--- src/rtl/ham_pkg.sv ---
// Shared Hamming(15,11) types, parity-position table and encode helpers.
package ham_pkg;

  typedef logic [11:1] ham_data_t;
  typedef logic [15:1] ham_word_t;
  typedef logic [3:0]  ham_par_t;   // {p8,p4,p2,p1}

  localparam logic [3:0][3:0] HAM_PAR_POS = {4'd8, 4'd4, 4'd2, 4'd1};

  function automatic ham_par_t ham_parity(input ham_data_t d);
    ham_par_t p;
    p[0] = d[1] ^ d[2] ^ d[4] ^ d[5] ^ d[7] ^ d[9]  ^ d[11];
    p[1] = d[1] ^ d[3] ^ d[4] ^ d[6] ^ d[7] ^ d[10] ^ d[11];
    p[2] = d[2] ^ d[3] ^ d[4] ^ d[8] ^ d[9] ^ d[10] ^ d[11];
    p[3] = d[5] ^ d[6] ^ d[7] ^ d[8] ^ d[9] ^ d[10] ^ d[11];
    return p;
  endfunction

  // Data occupies the non-power-of-two positions; parity drops into the table slots.
  function automatic ham_word_t ham_assemble(input ham_data_t d, input ham_par_t p);
    ham_word_t w;
    w = {d[11:5], 1'b0, d[4:2], 1'b0, d[1], 2'b00};
    for (int unsigned i = 0; i < 4; i++) begin
      w[HAM_PAR_POS[i]] = p[i];
    end
    return w;
  endfunction

  function automatic ham_word_t ham_flip_mask(input logic [3:0] pos);
    ham_word_t m;
    m = '0;
    if (pos != 4'd0) begin
      m[pos] = 1'b1;
    end
    return m;
  endfunction

endpackage

--- src/rtl/ham_encode_comb.sv ---
// Purely combinational Hamming(15,11) encoder; also usable as a bench reference.
module ham_encode_comb
  import ham_pkg::*;
(
  input  logic [11:1] data,
  output logic [15:1] ham
);

  always_comb begin
    ham = ham_assemble(data, ham_parity(data));
  end

endmodule

--- src/rtl/ham_encode_pipe.sv ---
// Two-stage streaming Hamming(15,11) encoder with valid/ready on both sides.
// Optional single-bit fault injection is enabled by defining HAM_ERR_INJECT_EN.
module ham_encode_pipe
  import ham_pkg::*;
#(
  parameter int CNT_W = 16
) (
  input  logic             clock,
  input  logic             reset,
  input  logic [11:1]      in_data,
  input  logic             in_valid,
  output logic             in_ready,
  output logic [15:1]      out_ham,
  output logic             out_valid,
  input  logic             out_ready,
  output logic [CNT_W-1:0] word_count
`ifdef HAM_ERR_INJECT_EN
  ,
  input  logic [3:0]       inj_pos
`endif
);

  ham_word_t enc;
  ham_data_t s1_data;
  ham_par_t  s1_par;
  logic      s1_valid;
  logic      s2_valid;
  logic      s1_adv;
  logic      s2_adv;
  ham_word_t s2_word;
`ifdef HAM_ERR_INJECT_EN
  logic [3:0] s1_inj;
`endif

  ham_encode_comb u_enc (
    .data (in_data),
    .ham  (enc)
  );

  always_comb begin
    s2_adv   = s1_valid & (~s2_valid | out_ready);
    s1_adv   = in_valid & (~s1_valid | s2_adv);
    in_ready = ~s1_valid | ~s2_valid | out_ready;
  end

  // Parity is taken from the clean encoding; injection only touches the S2 load.
  always_comb begin
`ifdef HAM_ERR_INJECT_EN
    s2_word = ham_assemble(s1_data, s1_par) ^ ham_flip_mask(s1_inj);
`else
    s2_word = ham_assemble(s1_data, s1_par);
`endif
  end

  always_ff @(posedge clock or posedge reset) begin
    if (reset) begin
      s1_valid <= 1'b0;
      s1_data  <= '0;
      s1_par   <= '0;
`ifdef HAM_ERR_INJECT_EN
      s1_inj   <= '0;
`endif
    end else if (s1_adv) begin
      s1_valid <= 1'b1;
      s1_data  <= in_data;
      s1_par   <= {enc[8], enc[4], enc[2], enc[1]};
`ifdef HAM_ERR_INJECT_EN
      s1_inj   <= inj_pos;
`endif
    end else if (s2_adv) begin
      s1_valid <= 1'b0;
    end
  end

  always_ff @(posedge clock or posedge reset) begin
    if (reset) begin
      s2_valid <= 1'b0;
      out_ham  <= '0;
    end else if (s2_adv) begin
      s2_valid <= 1'b1;
      out_ham  <= s2_word;
    end else if (out_ready) begin
      s2_valid <= 1'b0;
    end
  end

  always_ff @(posedge clock or posedge reset) begin
    if (reset) begin
      word_count <= '0;
    end else if (s2_valid & out_ready) begin
      word_count <= word_count + 1'b1;
    end
  end

  assign out_valid = s2_valid;

endmodule

--- config.mk ---
export PLATFORM = sky130hd
export DESIGN_NAME = ham_encode_pipe
export DESIGN_NICKNAME = d
export VERILOG_FILES = /design/src/rtl/ham_pkg.sv /design/src/rtl/ham_encode_comb.sv /design/src/rtl/ham_encode_pipe.sv
export SDC_FILE = /design/constraint.sdc
export NUM_CORES = 1
export LEC_CHECK = 0
export CORE_MARGIN = 8
export CORE_UTILIZATION = 30
export DETAILED_ROUTE_END_ITERATION = 10
export HOLD_SLACK_MARGIN = 0.1
export PLACE_DENSITY = 0.61
export SLEW_MARGIN = 10
export SYNTH_ARGS = -nofsm -noshare
export SYNTH_HDL_FRONTEND = slang
export SYNTH_SLANG_ARGS = --single-unit
--- constraint.sdc ---
create_clock -name clock -period 3.79 [get_ports clock]
set_clock_uncertainty 0.05 [all_clocks]
set_input_delay 0.5685 -clock clock [delete_from_list [all_inputs] [get_ports clock]]
set_output_delay 0.5685 -clock clock [all_outputs]
set_load 0.02 [all_outputs]
==> qor.csv <==
stage,metric,value,unit
route,routed vias/inst,4.44,
power,Worst IR Drop VDD,379,uV
yosys,Avg Inst Size Synth,13.5,um^2
timing,Final Hold Viols,0,
yosys,dominant combinational cell family by area after synthesis,multiplexers,
power,Cell Pwr Density,585,nW/um^2
grt,largest net degree at the start of global routing,49,
worst_setup_path,CP max FO,5,
clocking,CTS tree,yes,
yosys,"Top FF cell, synth",dfrtp_1,
layout,Layout Utilization,0.406,
clocking,buffer levels on the longest clock path,2,
yosys,Yosys cell types,23,
clocking,# hold bufs at CTS,0,
power,Pleak,1.15,nW
yosys,ys async rst share,1.00,
power,sequential share of power,0.444,
timing,pins over their slew limit,0,
clocking,count of cells resized by post-cts repair,0,
yosys,"top cells by area, synth","dfrtp_1 58%, mux2_2 15%, xnor2_1 10%",
worst_setup_path,Critical Path AT,1.90,ns
worst_setup_path,CP Buf/Inv Count,2,
floorplanning,Initial Utilization,0.307,
timing,setup violators final,0,
timing,unrepaired setup endpoints after global routing,false,
layout,Ant. Diodes,0,
power,Sw Share,0.304,
power,Switch Pwr,486,uW
worst_setup_path,CP top delay family,buffers and inverters,
route,via count,1266,
power,clock power share,0.243,
grt,wire length of the first global-routing pass,6620,um
layout,area occupied by multi-input gates,833,um^2
worst_setup_path,"critical path, cell by cell",clkdlybuf4s50_1 -> nand3b_1 -> clkdlybuf4s50_1,
place,RePlAce Congestion,0.682,
yosys,Post-Synth Adder-Cell Area,0.00608,
worst_setup_path,Worst Setup Path Type,in2out,
power,Comb pwr share,0.313,
yosys,Synth Instances,152,
grt,vias in the first global route,1322,
layout,final net count,220,
route,Starting DRT DRC Count,25,
yosys,share of the synthesized area in the top cell type,0.583,
yosys,Synth Area in Simple Gates,0.0978,
yosys,"Seq/Total Area, Yosys",0.583,
yosys,cell area after synthesis,2060,um^2
worst_setup_path,Worst setup EP type,output port,
clocking,root buf cell,clkbuf_8,
clocking,"Reg clk slew, reported paths",0.08,ns
floorplanning,chip width,98.9,um
route,DR WL/cell,14.0,um
grt,GRT Total Usage,0.0848,
worst_setup_path,CP max stage delay,0.63,ns
layout,FF/Latch Area,1200,um^2
timing,Period minus WS final,2.52,ns
yosys,Post-synth EDFFs,0,
worst_setup_path,slowest CP cell,clkdlybuf4s50_1,
timing,fin crit share,0.665,
yosys,top-count cell post-synth,dfrtp_1,
yosys,Post-synth top cells,"48 x dfrtp_1, 27 x mux2_2, 24 x xnor2_1",
grt,grt ovf,0,
layout,share of cells above drive strength 1,0.200,
clocking,CTS sink count,48,
yosys,Synth Area in Compound Gates,0.00972,
layout,Fill cells,642,
timing,Worst slew margin,0.346,
yosys,multiplexer area fraction after synthesis,0.148,
route,Initial DRT Pass Iterations,4,
clocking,total CTS buffers,5,
layout,Area Growth Syn to Fin,32.6,%
yosys,XOR/XNOR Fraction of Synth Area,0.143,
route,drt total wl,3980,um
floorplanning,core area,6720,um^2
floorplanning,Die H,98.9,um
worst_setup_path,Worst setup SP type,primary input,
route,final antenna-violating net count,0,
worst_setup_path,Crit path top cell by count,clkdlybuf4s50_1,
route,DRC,0,
floorplanning,I/O pin count,48,
yosys,Yosys reg bits,48,
power,Internal,1.11,mW
timing,Slew @ Worst Pin,0.980,ns
place,port bufs,47,
yosys,number of synthesis warnings,0,
place,DP HPWL,2920,um
hold_path,Hold/Removal Path Class,reg2reg,
floorplanning,Rows,30,
yosys,cell taking the most area after synthesis,dfrtp_1,
grt,initial antenna violation count,0,
timing,max frequency,397,MHz
floorplanning,die area,9770,um^2
clocking,Post-CTS Setup Bufs,0,
worst_setup_path,Worst EP required,3.17,ns
timing,setup_tns,0,ns
outcome,status,finished clean,
yosys,Mapped Nets,168,
clocking,Clock Latency Late Sink,0.30,ns
clocking,htree depth,2,
run,max-cap check violation count,0,
[cells in the final DEF (no fill, tap or decap), types with 2 or more instances in the layout]
| cell type | count |
|---|---|
| dfrtp_1 | 48 |
| clkdlybuf4s50_1 | 47 |
| mux2_2 | 27 |
| xnor2_1 | 24 |
| nand2_1 | 13 |
| xor2_1 | 7 |
| clkbuf_8 | 6 |
| nand4_1 | 5 |
| nor2_1 | 4 |
| and3_1 | 4 |
| nand3_1 | 3 |
| o21ai_0 | 3 |
| nand2b_1 | 2 |
[power by group through the flow]
stage / Sequential, mW / Clock (mW) / Combinational [mW]
floorplan: 0.806 / 0 / 0.185
global placement: 0.718 / 0 / 0.504
detailed placement: 0.720 / 0 / 0.509
CTS: 0.710 / 0.404 / 0.510
global route: 0.726 / 0.424 / 0.536
finish: 0.708 / 0.388 / 0.500
[layer usage]
layer  global-route usage  wire, um  vias to the layer above
met5                    0         0                        -
met4               0.0390        76                        0
met3               0.0268       219                        5
met2                0.132      1900                       26
met1                0.104      1790                      610
li1                     -         -                      625
[area by class of cell]
class / instances / share of cell area
sequential: 48 / 0.440
multi-input combinational: 101 / 0.305
timing repair buffer: 47 / 0.172
tap: 80 / 0.0367
clock buffer: 6 / 0.0302
clock inverter: 2 / 0.0142
inverter: 1 / 0.00137
[worst register-to-register path: cells and delay by family (launching register included)]
family	cells	cell delay (ns)
DFF	1	0.43
muxes	1	0.42
and+or+nand+nor	2	0.63
[final timing paths]
| check | start | to | slack (ns) | cells past startpoint |
|---|---|---|---|---|
| max | out_ready | in_ready | 1.27 | 3 |
| min | word_count[15] | word_count[15] | 0.43 | 1 |
| max reg2reg | out_valid | out_ham[10] | 2.16 | 3 |
| min reg2reg | word_count[15] | word_count[15] | 0.43 | 1 |
| max in group asynchronous | reset | word_count[1] | 2.32 | 2 |
| min in group asynchronous | reset | word_count[14] | 0.77 | 2 |
[kinds of logic after synthesis]
| family | after synthesis |
|---|---|
| compound gates | 4 |
| xor+xnor | 32 |
| fa+ha+maj | 1 |
| mux | 27 |
| flops | 48 |
| simple gates | 37 |
| buf+inv | 3 |
[per-stage QoR]
| step | power [mW] | hold slack [ns] | cells | instance area, um^2 | setup slack [ns] |
|---|---|---|---|---|---|
| floorplan | 0.991 | 0.395 | 152 | 2060 | 1.98 |
| global placement | 1.22 | 0.413 | 277 | 2610 | 1.29 |
| detailed placement | 1.23 | 0.418 | 277 | 2610 | 1.26 |
| CTS | 1.62 | 0.430 | 285 | 2730 | 1.26 |
| global route | 1.69 | 0.468 | 285 | 2730 | 1.22 |
| finish | 1.60 | 0.428 | 285 | 2730 | 1.27 |
[registers in the layout, summed over array words and instances, names as in the netlist]
name        cells
word_count     16
out_ham        15
out_valid       1
s1_par          4
s1_valid        1
s1_data        11
Power figures use the tool's default switching activity.
